File: config.mk
export PLATFORM = sky130hd
export DESIGN_NAME = int_root_seq_flat
export DESIGN_NICKNAME = d
export VERILOG_FILES = /design/src/rtl/int_root_seq_if.sv /design/src/rtl/int_root_seq.sv /design/src/flat_wrapper.sv
export SDC_FILE = /design/constraint.sdc
export NUM_CORES = 2
export LEC_CHECK = 0
export CORE_MARGIN = 5
export CORE_UTILIZATION = 25
export DETAILED_ROUTE_END_ITERATION = 16
export HOLD_SLACK_MARGIN = 0.06
export PLACE_DENSITY = 0.36
export SLEW_MARGIN = 20
export SYNTH_ARGS = -nofsm -noshare
export SYNTH_HDL_FRONTEND = slang
export SYNTH_SLANG_ARGS = --single-unit
export TNS_END_PERCENT = 10
File: constraint.sdc
create_clock -name clk -period 28.9 [get_ports clk]
set_input_delay 4.335 -clock clk [delete_from_list [all_inputs] [get_ports clk]]
set_output_delay 4.335 -clock clk [all_outputs]
set_load 0.01 [all_outputs]
File: src/rtl/int_root_seq_if.sv
// ============================================================================
//  Module  : int_root_seq_if
//  Brief   : Request/response bundle for the bit-serial integer root engine.
//  Rev     : 1.0  initial release
// ============================================================================
`default_nettype none

interface int_root_seq_if #(
  parameter int WIDTH = 32
);
  localparam int RW = (WIDTH + 1) / 2;

  logic             start;
  logic             mode;
  logic [WIDTH-1:0] number;
  logic             ready;
  logic             busy;
  logic             done;
  logic [RW-1:0]    root;
  logic [WIDTH-1:0] remainder;

  modport master (
    output start, mode, number,
    input  ready, busy, done, root, remainder
  );

  modport slave (
    input  start, mode, number,
    output ready, busy, done, root, remainder
  );
endinterface

`default_nettype wire

File: src/rtl/int_root_seq.sv
// ============================================================================
//  Module  : int_root_seq
//  Brief   : Bit-serial floor square/cube root with remainder, one bit per clock.
//  Rev     : 1.0  initial release
// ============================================================================
`default_nettype none

module int_root_seq #(
  parameter int WIDTH = 32
) (
  input  logic              clk,
  input  logic              rst,
  int_root_seq_if.slave     bus
);

  localparam int RW      = (WIDTH + 1) / 2;
  localparam int PW      = 3 * RW;
  localparam int BW      = (RW > 1) ? $clog2(RW) : 1;
  localparam int ITER_SQ = RW;
  localparam int ITER_CB = (WIDTH + 2) / 3;

  typedef enum logic [1:0] {
    S_IDLE = 2'd0,
    S_CALC = 2'd1,
    S_DONE = 2'd2
  } state_t;

  state_t           state_q, state_d;
  logic [WIDTH-1:0] num_q, num_d;
  logic             mode_q, mode_d;
  logic [RW-1:0]    part_q, part_d;
  logic [BW-1:0]    bit_q, bit_d;
  logic [RW-1:0]    root_q, root_d;
  logic [WIDTH-1:0] rem_q, rem_d;

  logic [RW-1:0]    cand;
  logic [PW-1:0]    cand_pow;
  logic [PW-1:0]    num_ext;
  logic             take;
  logic [RW-1:0]    next_part;
  logic [PW-1:0]    next_pow;

  // PW = 3*RW holds any RW-bit value cubed, so compares never overflow.
  function automatic logic [PW-1:0] power(input logic [RW-1:0] x, input logic cube);
    logic [PW-1:0] xe;
    logic [PW-1:0] sq;
    xe = PW'(x);
    sq = xe * xe;
    return cube ? (sq * xe) : sq;
  endfunction

  always_comb begin
    cand      = part_q | (RW'(1) << bit_q);
    cand_pow  = power(cand, mode_q);
    num_ext   = PW'(num_q);
    take      = (cand_pow <= num_ext);
    next_part = take ? cand : part_q;
    next_pow  = power(next_part, mode_q);
  end

  always_ff @(posedge clk) begin
    if (rst) begin
      state_q <= S_IDLE;
      num_q   <= '0;
      mode_q  <= 1'b0;
      part_q  <= '0;
      bit_q   <= '0;
      root_q  <= '0;
      rem_q   <= '0;
    end else begin
      state_q <= state_d;
      num_q   <= num_d;
      mode_q  <= mode_d;
      part_q  <= part_d;
      bit_q   <= bit_d;
      root_q  <= root_d;
      rem_q   <= rem_d;
    end
  end

  always_comb begin
    state_d = state_q;
    num_d   = num_q;
    mode_d  = mode_q;
    part_d  = part_q;
    bit_d   = bit_q;
    root_d  = root_q;
    rem_d   = rem_q;

    case (state_q)
      S_IDLE, S_DONE: begin
        if (bus.start) begin
          num_d   = bus.number;
          mode_d  = bus.mode;
          part_d  = '0;
          bit_d   = bus.mode ? BW'(ITER_CB - 1) : BW'(ITER_SQ - 1);
          state_d = S_CALC;
        end else begin
          state_d = S_IDLE;
        end
      end
      S_CALC: begin
        part_d = next_part;
        if (bit_q == '0) begin
          root_d  = next_part;
          rem_d   = WIDTH'(num_ext - next_pow);
          state_d = S_DONE;
        end else begin
          bit_d = bit_q - 1'b1;
        end
      end
      default: state_d = S_IDLE;
    endcase
  end

  assign bus.busy      = (state_q == S_CALC);
  assign bus.ready     = (state_q != S_CALC);
  assign bus.done      = (state_q == S_DONE);
  assign bus.root      = root_q;
  assign bus.remainder = rem_q;

endmodule

`default_nettype wire

File: src/flat_wrapper.sv
// flat-port wrapper written by rule: the top's interface ports become plain ports
module int_root_seq_flat 
#(
  parameter int WIDTH = 32
)
  (clk, rst, bus_start, bus_mode, bus_number, bus_ready, bus_busy, bus_done, bus_root, bus_remainder);
  int_root_seq_if #(.WIDTH(WIDTH)) bus_i ();
  input  logic clk;
  input  logic rst;
  input wire logic [$bits(bus_i.start)-1:0] bus_start;
  input wire logic [$bits(bus_i.mode)-1:0] bus_mode;
  input wire logic [$bits(bus_i.number)-1:0] bus_number;
  output wire logic [$bits(bus_i.ready)-1:0] bus_ready;
  output wire logic [$bits(bus_i.busy)-1:0] bus_busy;
  output wire logic [$bits(bus_i.done)-1:0] bus_done;
  output wire logic [$bits(bus_i.root)-1:0] bus_root;
  output wire logic [$bits(bus_i.remainder)-1:0] bus_remainder;
  assign bus_i.start = bus_start;
  assign bus_i.mode = bus_mode;
  assign bus_i.number = bus_number;
  assign bus_ready = bus_i.ready;
  assign bus_busy = bus_i.busy;
  assign bus_done = bus_i.done;
  assign bus_root = bus_i.root;
  assign bus_remainder = bus_i.remainder;
  int_root_seq #(.WIDTH(WIDTH)) u_core (.clk(clk), .rst(rst), .bus(bus_i));
endmodule
# After elaboration in Yosys (flattened, before gate mapping)
# Cells that the tools add are included.
# word_totals
n_memories	0
register_bits	103
ram_bits	0
mem_bits_ro	0
output_inout_bits	51
elab_cells	42
latch_bits	0
in_bits	36
# classes
n_mul	4
shifts	1
div_mod_pow	0
eq_ne	6
mux	12
n_addsub	2
bitwise_logic	1
order_cmp	1
n_reduce_logical	8
# op_table
operator	count
multiplier 16 x 16 -> 32 bit	2
less-or-equal comparator 48 x 32 -> 1 bit	1
multiplier 32 x 16 -> 48 bit	1
two-way mux 48 bit	1
multiplier 32 x 16 -> 32 bit	1
two-way mux 16 bit	2
two-way mux 32 bit	1
case mux 16 bit (2 select lines)	1
subtractor 32 bit	1
OR 16 bit	1
left shift 1 x 4 -> 16 bit, first input constant	1
two-way mux 4 bit	2
case mux 4 bit (2 select lines)	1
AND reduction 2 bit	3
zero test 4 bit	1
inequality test 2 x 1 -> 1 bit, second input constant	2
inequality test 2 bit, second input constant	2
case mux 2 bit (2 select lines)	1
subtractor 4 x 1 -> 4 bit, second input constant	1
two-way mux 3 bit	1
AND reduction 3 bit	1
== test 2 x 1 -> 1 bit, second input constant	1
== test 2 bit, second input constant	1
zero test 2 bit	1
other kinds (4)	4

# Logic depth before layout (Yosys ltp)
# depth
depth_word	11
ltp_mapped	129
depth_no_buf	123

# Worst setup path before layout
# OpenSTA, ideal clock, no wires.
# synth_timing
path_kind	register -> register
start	register u_core.bit_q[0]
end	register u_core.rem_q[31] (netlist: u_core.bus.remainder[31])
setup_ns	0.088
synth_period_minus_slack_ns	27.334
path_buffers	5
required_ns	28.812
t_arrival_ns	27.246
stages_incl_launch_ff	120
setup_slack_ns	1.566
path_cell_list	dfxtp_1 inv_1 ha_1 clkbuf_1 a21oi_1 clkinv_1 nand2_1 inv_1 fa_1 inv_1 fa_1 inv_1 ha_1 inv_1 fa_1 inv_1 ha_1 inv_1 (+84 left out) a21o_1 a21oi_1 nor2b_1 o21ai_0 nand2b_1 a21oi_1 xnor2_1 mux2i_1 ha_1 nand2_1 o21ai_0 a211o_1 a21oi_1 o21bai_1 a21oi_1 xnor2_1 a21o_1 a311oi_2
# synth_between
elab_chain_cells	11
elab_cells_between_ends	13
cone_classes	1 x add/sub; 4 x mul; 1 x order compare; 1 x shift; 3 x mux; 1 x bitwise; 2 x reduce/logical
# synth_lines
element	line	rtl
from (decl)	int_root_seq.sv:32	logic [BW-1:0] bit_q, bit_d;
from (signal assigned)	int_root_seq.sv:75	bit_q <= bit_d;
left shift 1 x 4 -> 16 bit *	int_root_seq.sv:53	cand = part_q | (RW'(1) << bit_q);
OR 16 bit *	int_root_seq.sv:53	
multiplier 16 x 16 -> 32 bit	int_root_seq.sv:48	sq = xe * xe;
multiplier 32 x 16 -> 48 bit	int_root_seq.sv:49	return cube ? (sq * xe) : sq;
two-way mux 48 bit	int_root_seq.sv:49	
less-or-equal comparator 48 x 32 -> 1 bit	int_root_seq.sv:56	take = (cand_pow <= num_ext);
two-way mux 16 bit *	int_root_seq.sv:57	next_part = take ? cand : part_q;
via u_core.next_part[8]	int_root_seq.sv:40	logic [RW-1:0] next_part;
multiplier 16 x 16 -> 32 bit	int_root_seq.sv:48	
multiplier 32 x 16 -> 32 bit	int_root_seq.sv:49	
two-way mux 32 bit *	int_root_seq.sv:49	
subtractor 32 bit *	int_root_seq.sv:106	rem_d = WIDTH'(num_ext - next_pow);
to (signal assigned)	int_root_seq.sv:77	rem_q <= rem_d;
to (decl)	int_root_seq.sv:34	logic [WIDTH-1:0] rem_q, rem_d;
# The timed path passes the listed nets; every way through them passes the cells marked *.
# A chain may end at the register's enable or synchronous reset.

# Worst setup path in the final report
# layout_timing
start	register u_core.bit_q[0]
end	register u_core.rem_q[29] (netlist: u_core.bus.remainder[29])
# layout_between
elab_chain_cells	11
elab_cells_between_ends	13
cone_classes	1 x add/sub; 4 x mul; 1 x order compare; 1 x shift; 3 x mux; 1 x bitwise; 2 x reduce/logical
# layout_lines
element	line
left shift 1 x 4 -> 16 bit	int_root_seq.sv:53
OR 16 bit	int_root_seq.sv:53
multiplier 16 x 16 -> 32 bit	int_root_seq.sv:48
multiplier 32 x 16 -> 48 bit	int_root_seq.sv:49
two-way mux 48 bit	int_root_seq.sv:49
less-or-equal comparator 48 x 32 -> 1 bit	int_root_seq.sv:56
two-way mux 16 bit	int_root_seq.sv:57
multiplier 16 x 16 -> 32 bit	int_root_seq.sv:48
multiplier 32 x 16 -> 32 bit	int_root_seq.sv:49
two-way mux 32 bit	int_root_seq.sv:49
subtractor 32 bit	int_root_seq.sv:106
# Several ways; a longest one is shown, not always the timed one.

==> results.rst <==
.. list-table::
   :header-rows: 1

   * - Metric
     - Value
   * - Status
     - complete, no violations
   * - Final Hold Viols
     - 0
   * - Psw
     - 508 uW
   * - CTS sink count
     - between 100 and 150
   * - Die height
     - 442 um
   * - Hpwl dp
     - about 140 mm
   * - Drt drc
     - 0
   * - Critical hold path startpoint
     - u_core.bus.remainder[21]
   * - Area share of the leading cell type in the synthesized netlist
     - 43.8%
   * - Area Growth Syn to Fin
     - 13.1%
   * - Clock power frac
     - between 10% and 20%
   * - Count of unique library cells instantiated by Yosys
     - just over 80
   * - Crit Reg-Reg Startpoint
     - u_core.bit_q[0]
   * - Power, Total
     - ~940 uW
   * - Clock transition at the register clock pins on the worst setup and hold paths after CTS
     - about 0.10 ns
   * - Detailed-route vias per instance
     - approximately 4.5
   * - Leakage power total
     - 25.7 nW
   * - Flop pwr share
     - 17.4%
   * - Portion of total power attributed to combinational logic
     - between 60% and 70%
   * - Arrival time worst endpoint
     - about 28 ns
   * - Register area
     - 2070 um2
   * - Number of nets still failing antenna checks after routing
     - 0
   * - Clock tree from TritonCTS
     - done
   * - Cell area after technology mapping
     - between 40000 and 50000 um2
   * - Post-synthesis cell type with the largest combined area
     - fa_1
   * - Synthesized flop and latch total
     - roughly 100
   * - Wire length of the first global-routing pass
     - 267 mm
   * - CTS buffer count
     - 9
   * - Starting Density
     - between 20 and 30%
   * - Setup TNS
     - 0 ns
   * - Cell type of the slowest stage on the worst timing path
     - fa_1
   * - Footprint of the multi-input gates
     - 39200 um2
   * - GPL Wtd Cong
     - about 0.83
   * - Async set or reset register ratio after synthesis
     - 0%
   * - Number of nets in the finished design
     - approximately 7300
   * - Post-layout instance count excluding filler cells
     - a little over 8000
   * - Max rail drop VDD
     - around 0.025 mV
   * - Total power divided by cell area
     - 17.8 nW/um2
   * - Count of mapped cells out of synthesis
     - about 5600
   * - Area after DPL
     - between 50000 and 60000 um2
   * - Shortest clock period the worst path allows after layout
     - around 28 ns
   * - Critical path capture point type
     - flop
   * - Worst slack at placement
     - between 0.15 and 0.2 ns
   * - Maximum count of clock buffers along a single path
     - 2
   * - Std-Cell Core Area
     - 185000 um2
   * - Clock latency reported for the late side of the worst-skew pair
     - 0.41 ns
   * - WP data required
     - between 20 and 30 ns
   * - Actual transition at the worst max-transition pin
     - ~0.98 ns
   * - Worst max-slew margin expressed relative to the limit
     - 34.5%
   * - Total number of yosys warnings
     - 0
   * - Buffers on Ports
     - 86
   * - Cell count of the worst hold path
     - 2
   * - # H-tree levels
     - 3
   * - Synth top area cells
     - fa_1, ha_1, inv_1, nand2_1, dfxtp_1
   * - Root buf cell
     - clkbuf_16
   * - Launching element type of the critical path
     - flop
   * - Most common cell on crit path
     - fa_1
   * - Overflow left after global routing
     - 0
   * - Layout cells sized above 1
     - approximately 7.5%
   * - Total die area
     - just under 200000 um2
   * - Post-Synthesis Mean Instance Area
     - slightly above 8 um2
   * - Total detailed-routing wirelength
     - between 150 and 200 mm
   * - Length in cells of the worst reg-to-reg path
     - between 100 and 150
   * - Final standard cell utilization of the core
     - about 28%
   * - Start point of the critical path
     - u_core.bit_q[0]
   * - Count of pins over their slew limit
     - 0
   * - Crit Path Max Fanout
     - 18
   * - Number of synthesized flops with an enable pin
     - 0
   * - Maximum operating frequency
     - roughly 36 MHz
   * - Delay contributed by the slowest stage of the critical path
     - about 0.54 ns
   * - Net Sw Frac
     - roughly 54%
   * - CTS hold repair buffers
     - 0
   * - Post-Route Skew
     - between 0.02 and 0.03 ns
   * - Primary flip-flop cell chosen by synthesis mapping
     - dfxtp_1
   * - Die boundary width
     - 442 um
   * - Class of the tightest hold or removal check
     - reg -> reg
   * - Most frequent standard cell in the layout excluding fill and tap cells
     - inv_1
   * - Number of I/O pins
     - 87
   * - Worst Setup Path Type
     - reg -> reg
   * - First-iteration detailed-routing DRC count
     - between 2000 and 2500
   * - First-pass DRT Iterations
     - 5
   * - Part of the cycle the worst path needs
     - 95.7%
   * - Setup violators final
     - 0
   * - Final instance area
     - 52700 um2
   * - Max cap viols
     - 0
   * - Via count
     - 37000
   * - Setup WS post-layout
     - 1.25 ns
   * - Maximum number of pins on one net before global-route repair
     - 65
   * - Vias in the first global route
     - 40100
   * - Fillers
     - 20400
   * - WHS
     - about 0.46 ns
   * - WL per Instance
     - 21.4 um
   * - Commonest cells after routing, fill and taps aside
     - inv_1, fa_1, nand2_1
   * - Internal cell power
     - 432 uW
   * - Sequential cell area fraction in the yosys report
     - 4.42%
   * - Placed insts
     - around 8200
   * - Row count
     - 158
   * - Initial antenna violation count
     - 6
   * - GRT Total Usage
     - a little under a fifth
==> final timing paths <==
path / to / slack, ns
max: u_core.bus.remainder[29] / 1.25
min: u_core.bus.remainder[21] / 0.46
max reg2reg: u_core.bus.remainder[29] / 1.25
min reg2reg: u_core.bus.remainder[21] / 0.46
==> power groups by stage <==
| stage | clock (mW) | combinational (mW) | sequential [mW] |
|---|---|---|---|
| finish | 0.143 | 0.634 | 0.164 |
| global route | 0.154 | 0.695 | 0.165 |
| CTS | 0.150 | 0.636 | 0.164 |
| detailed placement | 0 | 0.632 | 0.167 |
| global placement | 0 | 0.635 | 0.167 |
| floorplan | 0 | 0.336 | 0.164 |
==> routing by layer <==
metal | track usage (%) | up-vias | share of wire [%]
met4 | 5.21 | 0 | 3.6
met2 | 30.3 | 639 | 47
met1 | 24.9 | 19100 | 46
met3 | 2.10 | 140 | 3.8
li1 | - | 17200 | -
met5 | 0 | - | 0
==> cell families after synthesis <==
family | after synthesis | synth area share (%)
AND/OR/NAND/NOR | 1724 | 15.4
XOR/XNOR | 175 | 3.41
buffers and inverters | 1534 | 12.4
flip-flops | 103 | 4.42
AO/OA/AOI/OAI | 591 | 8.21
other | 1 | 0.00805
multiplexers | 14 | 0.314
adder cells (fa/ha/maj) | 1470 | 55.9
==> synthesized netlist by cell type (14+ instances only) <==
library cell / count
nand4_1: 21
a211oi_1: 32
a21oi_1: 210
nor2_1: 539
inv_1: 1300
nand3_1: 29
clkbuf_1: 188
nor3_1: 71
and3_1: 25
buf_1: 32
or3_1: 17
o21ai_0: 112
nand2b_1: 30
nor2b_1: 36
or2_2: 21
ha_1: 451
fa_1: 1019
a21o_1: 81
dfxtp_1: 103
nand2_1: 863
a21boi_0: 14
xor2_1: 46
xnor2_1: 125
o21a_1: 25
and2_1: 46
a31oi_1: 21
==> registers in the layout, indices dropped and copies added (netlist names) <==
| register | count |
|---|---|
| u_core.bus.root | 16 |
| u_core.bit_q | 4 |
| u_core.part_q | 16 |
| u_core.bus.remainder | 32 |
| u_core.num_q | 32 |
| u_core.state_q | 2 |
| u_core.mode_q | 1 |
==> timing repair <==
action	4_1_cts	5_1_grt
setup buffers	0	3
resized for setup	0	77
setup endpoints to repair	0	13
endpoints found under the hold margin	0	0
==> worst max-delay path, delay by kind of cell (launching register included) <==
family                   cells  cell delay (ns)
multiplexers                 1             0.27
buffers and inverters       28             3.59
AO/OA/AOI/OAI               32             6.66
XOR/XNOR                     3             0.56
flip-flops                   1             0.39
AND/OR/NAND/NOR             20             3.24
adder cells (fa/ha/maj)     30            12.81
==> final cells by class <==
cell class                      count  share of cell area [%]
Clock buffer                        9                   0.427
Tap cell                         2480                    5.89
Timing Repair Buffer              369                    5.91
Inverter                         1313                    9.36
Sequential cell                   103                    3.93
Antenna cell                        1                 0.00475
Clock inverter                      7                   0.164
Multi-Input combinational cell   3978                    74.3
No activity file was read; power rests on OpenSTA's default activity.
